File: config.mk
export PLATFORM = sky130hd
export DESIGN_NAME = basic_control_unit
export DESIGN_NICKNAME = d
export VERILOG_FILES = /design/src/rtl/basic_control_unit.sv
export SDC_FILE = /design/constraint.sdc
export NUM_CORES = 1
export LEC_CHECK = 0
export ABC_AREA = 0
export BUFFER_PORTS_ARGS = -buffer_cell sky130_fd_sc_hd__buf_2
export CAP_MARGIN = 25
export CORE_UTILIZATION = 45
export CTS_CLUSTER_DIAMETER = 200
export DETAILED_ROUTE_END_ITERATION = 6
export GPL_TIMING_DRIVEN = 0
export HOLD_SLACK_MARGIN = 0.15
export PLACE_DENSITY = 0.79
export REMOVE_ABC_BUFFERS = 1
export SLEW_MARGIN = 20
export SYNTH_ARGS = -nofsm -noshare
export SYNTH_HDL_FRONTEND = slang
export SYNTH_SLANG_ARGS = --single-unit
File: constraint.sdc
create_clock -name i_clk -period 5.4 [get_ports i_clk]
set_input_delay 0.54 -clock i_clk [delete_from_list [all_inputs] [get_ports i_clk]]
set_output_delay 0.54 -clock i_clk [all_outputs]
set_load 0.02 [all_outputs]
File: src/rtl/basic_control_unit.sv
// Timing and control unit for the 16-bit basic computer.
// Ports: clk/rst_n, start, ir + AC/DR/E flags in; bus select, register/memory strobes, ALU op, sc, halted out.
module basic_control_unit #(
    parameter int W  = 16,
    parameter int AW = 12
) (
    input  logic         i_clk,
    input  logic         i_rst_n,
    input  logic         i_start,
    input  logic [W-1:0] i_ir,
    input  logic         i_ac_zero,
    input  logic         i_ac_neg,
    input  logic         i_dr_zero,
    input  logic         i_e_flg,
    output logic [2:0]   o_bus_sel,
    output logic         o_ar_ld,
    output logic         o_ar_inc,
    output logic         o_pc_ld,
    output logic         o_pc_inc,
    output logic         o_dr_ld,
    output logic         o_dr_inc,
    output logic         o_ir_ld,
    output logic         o_ac_ld,
    output logic         o_ac_clr,
    output logic         o_ac_inc,
    output logic         o_e_ld,
    output logic         o_e_clr,
    output logic         o_e_cmp,
    output logic         o_mem_rd,
    output logic         o_mem_wr,
    output logic [2:0]   o_alu_op,
    output logic         o_alu_e,
    output logic [2:0]   o_sc,
    output logic         o_halted
);
    localparam logic [2:0] BUS_AR  = 3'd1;
    localparam logic [2:0] BUS_PC  = 3'd2;
    localparam logic [2:0] BUS_DR  = 3'd3;
    localparam logic [2:0] BUS_AC  = 3'd4;
    localparam logic [2:0] BUS_IR  = 3'd5;
    localparam logic [2:0] BUS_MEM = 3'd7;

    typedef enum logic {S_IDLE = 1'b0, S_RUN = 1'b1} state_t;

    state_t      r_state, w_state_nx;
    logic [2:0]  r_sc, w_sc_nx;
    logic        r_i, w_i_nx;
    logic [2:0]  r_d, w_d_nx;
    logic [AW-1:0] w_rr;
    logic        w_regref;
    logic        w_hlt;
    logic        w_clr;

    assign w_rr     = i_ir[AW-1:0];
    assign w_regref = (r_d == 3'd7) && !r_i;
    // HLT only fires when bit 0 is the highest set bit
    assign w_hlt    = (r_state == S_RUN) && (r_sc == 3'd3) && w_regref
                      && (w_rr == 12'h001);

    always_comb begin
        w_clr = 1'b0;
        unique case (r_sc)
            3'd3:    w_clr = (r_d == 3'd7);
            3'd4:    w_clr = (r_d == 3'd3) || (r_d == 3'd4);
            3'd5:    w_clr = (r_d <= 3'd2) || (r_d == 3'd5);
            3'd6:    w_clr = 1'b1;
            default: w_clr = 1'b0;
        endcase
    end

    always_ff @(posedge i_clk or negedge i_rst_n) begin
        if (!i_rst_n) begin
            r_state <= S_IDLE;
            r_sc    <= 3'd0;
            r_i     <= 1'b0;
            r_d     <= 3'd0;
        end else begin
            r_state <= w_state_nx;
            r_sc    <= w_sc_nx;
            r_i     <= w_i_nx;
            r_d     <= w_d_nx;
        end
    end

    always_comb begin
        w_state_nx = r_state;
        w_sc_nx    = r_sc;
        w_i_nx     = r_i;
        w_d_nx     = r_d;
        unique case (r_state)
            S_IDLE: begin
                w_sc_nx = 3'd0;
                if (i_start) w_state_nx = S_RUN;
            end
            S_RUN: begin
                if (w_hlt) begin
                    w_state_nx = S_IDLE;
                    w_sc_nx    = 3'd0;
                end else if (w_clr) begin
                    w_sc_nx = 3'd0;
                end else begin
                    w_sc_nx = r_sc + 3'd1;
                end
                if (r_sc == 3'd2) begin
                    w_i_nx = i_ir[W-1];
                    w_d_nx = i_ir[W-2:W-4];
                end
            end
            default: w_state_nx = S_IDLE;
        endcase
    end

    always_comb begin
        o_bus_sel = 3'd0;
        o_ar_ld   = 1'b0;
        o_ar_inc  = 1'b0;
        o_pc_ld   = 1'b0;
        o_pc_inc  = 1'b0;
        o_dr_ld   = 1'b0;
        o_dr_inc  = 1'b0;
        o_ir_ld   = 1'b0;
        o_ac_ld   = 1'b0;
        o_ac_clr  = 1'b0;
        o_ac_inc  = 1'b0;
        o_e_ld    = 1'b0;
        o_e_clr   = 1'b0;
        o_e_cmp   = 1'b0;
        o_mem_rd  = 1'b0;
        o_mem_wr  = 1'b0;
        o_alu_op  = 3'd0;
        o_alu_e   = 1'b0;
        o_sc      = r_sc;
        o_halted  = (r_state == S_IDLE);
        if (r_state == S_RUN) begin
            unique case (r_sc)
                3'd0: begin
                    o_bus_sel = BUS_PC;
                    o_ar_ld   = 1'b1;
                end
                3'd1: begin
                    o_bus_sel = BUS_MEM;
                    o_mem_rd  = 1'b1;
                    o_ir_ld   = 1'b1;
                    o_pc_inc  = 1'b1;
                end
                3'd2: begin
                    o_bus_sel = BUS_IR;
                    o_ar_ld   = 1'b1;
                end
                3'd3: begin
                    if (w_regref) begin
                        // only the highest set bit executes
                        priority case (1'b1)
                            w_rr[11]: o_ac_clr = 1'b1;
                            w_rr[10]: o_e_clr  = 1'b1;
                            w_rr[9]: begin
                                o_ac_ld  = 1'b1;
                                o_alu_op = 3'd3;
                            end
                            w_rr[8]:  o_e_cmp  = 1'b1;
                            w_rr[7]: begin
                                o_ac_ld  = 1'b1;
                                o_e_ld   = 1'b1;
                                o_alu_op = 3'd4;
                                o_alu_e  = 1'b1;
                            end
                            w_rr[6]: begin
                                o_ac_ld  = 1'b1;
                                o_e_ld   = 1'b1;
                                o_alu_op = 3'd5;
                                o_alu_e  = 1'b1;
                            end
                            w_rr[5]:  o_ac_inc = 1'b1;
                            w_rr[4]:  o_pc_inc = !i_ac_neg;
                            w_rr[3]:  o_pc_inc = i_ac_neg;
                            w_rr[2]:  o_pc_inc = i_ac_zero;
                            w_rr[1]:  o_pc_inc = !i_e_flg;
                            default:  o_pc_inc = 1'b0;
                        endcase
                    end else if (r_i && r_d != 3'd7) begin
                        o_bus_sel = BUS_MEM;
                        o_mem_rd  = 1'b1;
                        o_ar_ld   = 1'b1;
                    end
                end
                3'd4: begin
                    unique case (r_d)
                        3'd0, 3'd1, 3'd2, 3'd6: begin
                            o_bus_sel = BUS_MEM;
                            o_mem_rd  = 1'b1;
                            o_dr_ld   = 1'b1;
                        end
                        3'd3: begin
                            o_bus_sel = BUS_AC;
                            o_mem_wr  = 1'b1;
                        end
                        3'd4: begin
                            o_bus_sel = BUS_AR;
                            o_pc_ld   = 1'b1;
                        end
                        3'd5: begin
                            o_bus_sel = BUS_PC;
                            o_mem_wr  = 1'b1;
                            o_ar_inc  = 1'b1;
                        end
                        default: o_bus_sel = 3'd0;
                    endcase
                end
                3'd5: begin
                    unique case (r_d)
                        3'd0: begin
                            o_ac_ld  = 1'b1;
                            o_alu_op = 3'd1;
                        end
                        3'd1: begin
                            o_ac_ld  = 1'b1;
                            o_e_ld   = 1'b1;
                            o_alu_op = 3'd0;
                        end
                        3'd2: begin
                            o_ac_ld  = 1'b1;
                            o_alu_op = 3'd2;
                        end
                        3'd5: begin
                            o_bus_sel = BUS_AR;
                            o_pc_ld   = 1'b1;
                        end
                        3'd6: o_dr_inc = 1'b1;
                        default: o_dr_inc = 1'b0;
                    endcase
                end
                3'd6: begin
                    if (r_d == 3'd6) begin
                        o_bus_sel = BUS_DR;
                        o_mem_wr  = 1'b1;
                        o_pc_inc  = i_dr_zero;
                    end
                end
                default: o_bus_sel = 3'd0;
            endcase
        end
    end
endmodule

==> summary.json <==
{
  "dp.cells": {"value": 203},
  "outcome": {"value": "completed"},
  "slew_violations": {"value": 0},
  "clkLatencyLatePin": {"value": 0.25, "unit": "ns"},
  "hold_path_class": {"value": "input pin to register"},
  "max_slew.worst_pin.slew": {"value": 0.490, "unit": "ns"},
  "cts.reportedPaths.clkPinSlew": {"value": 0.05, "unit": "ns"},
  "num_vias": {"value": 1137},
  "remaining_overflow_grt": {"value": 0},
  "drt-initial-drc-count": {"value": 20},
  "timing.critical_path.buf_inv": {"value": 2},
  "finalNetCount": {"value": 210},
  "critPathLaunchType": {"value": "register"},
  "num_rows": {"value": 16},
  "worstHoldStart": {"value": "i_ir[14]"},
  "routed_wl": {"value": 2.54, "unit": "mm"},
  "required": {"value": 4.86, "unit": "ns"},
  "rsz0062_at_grt": {"value": "no"},
  "power.sequential.fraction": {"value": 24.4, "unit": "%"},
  "cellLeakagePower": {"value": 0.609, "unit": "nW"},
  "finalNonFillerCells": {"value": 207},
  "finalSetupTns": {"value": 0, "unit": "ns"},
  "die_x": {"value": 48.3, "unit": "um"},
  "post-route-min-period": {"value": 3.00, "unit": "ns"},
  "hold_path_end": {"value": "r_d[2]"},
  "regToRegSetupSlack": {"value": 3.12, "unit": "ns"},
  "dpl.hpwl": {"value": 2.05, "unit": "mm"},
  "boundaryPins": {"value": 49},
  "drt_pass1_iterations": {"value": 4},
  "ir_worst_vdd": {"value": 305, "unit": "uV"},
  "gr-usage-met2": {"value": 46.4, "unit": "%"},
  "antenna_cells": {"value": 0},
  "p_int": {"value": 0.000287, "unit": "W"},
  "die-height": {"value": 48.3, "unit": "um"},
  "place_congestion": {"value": 0.832},
  "drc": {"value": 0},
  "finalSetupViolCount": {"value": 0},
  "worstPathCellList": {"value": "inv_1, ha_1, nand4_1, or2_2, a2111oi_4, o31a_1, buf_2"},
  "max_freq": {"value": 334, "unit": "MHz"},
  "postCtsSetupRepairBufs": {"value": 0},
  "synth_warnings": {"value": 0},
  "synth.ff_latch_count": {"value": 8},
  "cts_resized": {"value": 0},
  "cts.root.buffer_cell": {"value": "sky130_fd_sc_hd__clkbuf_4"},
  "cts_htree_levels": {"value": 1},
  "critical_path.slowest_cell": {"value": "sky130_fd_sc_hd__dfrtp_1"},
  "routedWlPerCell": {"value": 12.3, "unit": "um"},
  "syn_area": {"value": 963, "unit": "um2"},
  "clock-skew-final": {"value": 0.00141, "unit": "ns"},
  "grt_start_max_net_pins": {"value": 16},
  "fp.coreArea": {"value": 0.00198, "unit": "mm2"},
  "globalRouteMet1Util": {"value": 25.9, "unit": "%"},
  "finalCritPeriodShare": {"value": 55.5, "unit": "%"},
  "starting_density_of_the_core": {"value": 48.6, "unit": "%"},
  "placement.io_buffers": {"value": 48},
  "avgViaCountPerCell": {"value": 5.49},
  "cts_tree": {"value": "yes"},
  "area_delta_synth_final": {"value": 29.0, "unit": "%"},
  "tritoncts_num_sinks": {"value": 8},
  "drv_cap": {"value": 0},
  "clkPwrFrac": {"value": 7.0, "unit": "%"},
  "slowest_delay": {"value": 0.50, "unit": "ns"},
  "timing.critical_path.arrival": {"value": 2.46, "unit": "ns"},
  "design.die.area": {"value": 0.00233, "unit": "mm2"},
  "p_sw": {"value": 0.000343, "unit": "W"},
  "cellPowerDensity": {"value": 508, "unit": "mW/mm2"},
  "first_pass_grt_wire_length": {"value": 3.88, "unit": "mm"},
  "final_layout_size_suffix_gt1_share": {"value": 33.3, "unit": "%"},
  "via_count_of_the_first_global_routing_pass": {"value": 978},
  "cts_buffers": {"value": 3},
  "reg2reg_from": {"value": "o_sc[2]"},
  "postSynthCellCount": {"value": 135},
  "num-fill-cells": {"value": 182},
  "synth_seq_area_share": {"value": 20.8, "unit": "%"},
  "worst_slew_margin_rel": {"value": 66.9, "unit": "%"},
  "post_synth_num_cell_types": {"value": 35},
  "antenna_violations_before_repair": {"value": 0},
  "reg2regPathDepth": {"value": 6},
  "global_route.usage.met3": {"value": 1.48, "unit": "%"},
  "clock_path_buffers": {"value": 2},
  "ant_nets": {"value": 0},
  "multiInputGateArea": {"value": 706, "unit": "um2"},
  "critical_path.endpoint_type": {"value": "output port"},
  "sw_frac_of_total": {"value": 54.4, "unit": "%"},
  "critical_path.max_fanout": {"value": 11},
  "gr-usage-all-layers": {"value": 23.5, "unit": "%"},
  "critical_path_class": {"value": "register to output port"},
  "cpLargestDelayFamily": {"value": "simple AND/OR/NAND/NOR gates"},
  "gate_power_share": {"value": 68.6, "unit": "%"},
  "global_route.peak_usage_layer": {"value": "met2"},
  "seq_area": {"value": 200, "unit": "um2"},
  "whs_path_depth": {"value": 2},
  "syn_area_per_cell": {"value": 7.14, "unit": "um2"},
  "cts-hold-fix-buffers": {"value": 1},
  "timing.rr.end": {"value": "r_state"},
  "finalHoldViolations": {"value": 0}
}
==> worst max-delay path by stage <==
stage                  from        to  slack (ns)  depth (start not counted)
global route        o_sc[2]   o_ac_ld        2.22                          7
floorplan           o_sc[2]   o_e_cmp        2.67                          5
CTS                 o_sc[2]  o_pc_inc        2.40                          7
global placement    o_sc[2]  o_pc_inc        2.72                          7
finish              o_sc[2]  o_pc_inc        2.40                          7
detailed placement  o_sc[2]  o_pc_inc        2.71                          7
==> layout make-up <==
type | count | share of cell area, %
Clock buffer | 3 | 1.81
Inverter | 8 | 2.42
Timing Repair Buffer | 49 | 20.1
Tap cell | 27 | 2.72
Multi-Input combinational cell | 112 | 56.8
Sequential cell | 8 | 16.1
==> sequential cells by signal, summed over array words and instances (netlist names) <==
name     count
r_state      1
r_i          1
o_sc         3
r_d          3
==> per-layer routing <==
metal,part of all wire [%],wire length [um]
met3,2.7,69
met4,0.90,23
met1,45,1140
met5,0,0
met2,51,1310
==> power by group through the flow <==
stage	Combinational (W)	Clock, W	Sequential [W]
floorplan	0.000304	0	0.000150
global placement	0.000418	0	0.000151
detailed placement	0.000430	0	0.000153
CTS	0.000431	0.0000476	0.000152
global route	0.000482	0.0000506	0.000162
finish	0.000433	0.0000442	0.000154
==> cells by family after synthesis <==
group / Yosys count / share of synthesized area, %
simple gates: 73 / 41.4
compound gates: 30 / 20.7
buf+inv: 15 / 5.97
flops: 8 / 20.8
fa+ha+maj: 5 / 6.49
mux: 4 / 4.67
==> Yosys cell counts, drive strengths merged <==
master | n | area, um2
or4b | 1 | 13.8
and2 | 2 | 12.5
or2 | 2 | 12.5
mux2 | 4 | 45.0
nor2 | 14 | 52.6
a31oi | 5 | 31.3
a41o | 1 | 10.0
nand4b | 1 | 8.76
inv | 7 | 26.3
nor4b | 1 | 8.76
nand4 | 1 | 6.26
a22oi | 1 | 7.51
nand3 | 7 | 35.0
a221o | 1 | 10.0
o31a | 1 | 8.76
nand3b | 1 | 7.51
dfrtp | 8 | 200
or3b | 1 | 8.76
clkbuf | 6 | 22.5
a21oi | 12 | 60.1
clkinv | 1 | 3.75
o21ai | 7 | 35.0
nor2b | 6 | 37.5
nor3 | 5 | 25.0
ha | 5 | 62.6
nand2b | 5 | 31.3
o41ai | 1 | 8.76
nor4 | 8 | 65.1
buf | 1 | 5.00
a2111oi | 1 | 27.5
nand2 | 16 | 60.1
and3 | 2 | 13.8
==> through the flow <==
step | worst slack (ns) | utilization (%) | power (W) | cell area (um2) | hold WS, ns
global route | 2.22 | 62.7 | 0.000695 | 1240 | 0.506
global placement | 2.72 | 61.0 | 0.000570 | 1210 | 0.385
CTS | 2.40 | 62.7 | 0.000631 | 1240 | 0.503
floorplan | 2.67 | - | 0.000454 | 936 | 0.244
finish | 2.40 | 62.7 | 0.000631 | 1240 | 0.516
detailed placement | 2.71 | 61.0 | 0.000583 | 1210 | 0.386
==> layout by cell type, fill, tap and decap left out, types with 2 or more instances in the layout <==
master / count
sky130_fd_sc_hd__mux2_2: 4
sky130_fd_sc_hd__a21oi_1: 12
sky130_fd_sc_hd__nand2_1: 16
sky130_fd_sc_hd__clkbuf_4: 3
sky130_fd_sc_hd__buf_2: 48
sky130_fd_sc_hd__ha_1: 5
sky130_fd_sc_hd__nor3_1: 5
sky130_fd_sc_hd__o21ai_0: 7
sky130_fd_sc_hd__dfrtp_1: 8
sky130_fd_sc_hd__and2_1: 2
sky130_fd_sc_hd__nor4_1: 7
sky130_fd_sc_hd__nor2b_1: 6
sky130_fd_sc_hd__nand2b_1: 5
sky130_fd_sc_hd__nand3_1: 7
sky130_fd_sc_hd__a31oi_1: 5
sky130_fd_sc_hd__inv_1: 7
sky130_fd_sc_hd__nor2_1: 14
Note: power is estimated with default switching activity, not from simulation.
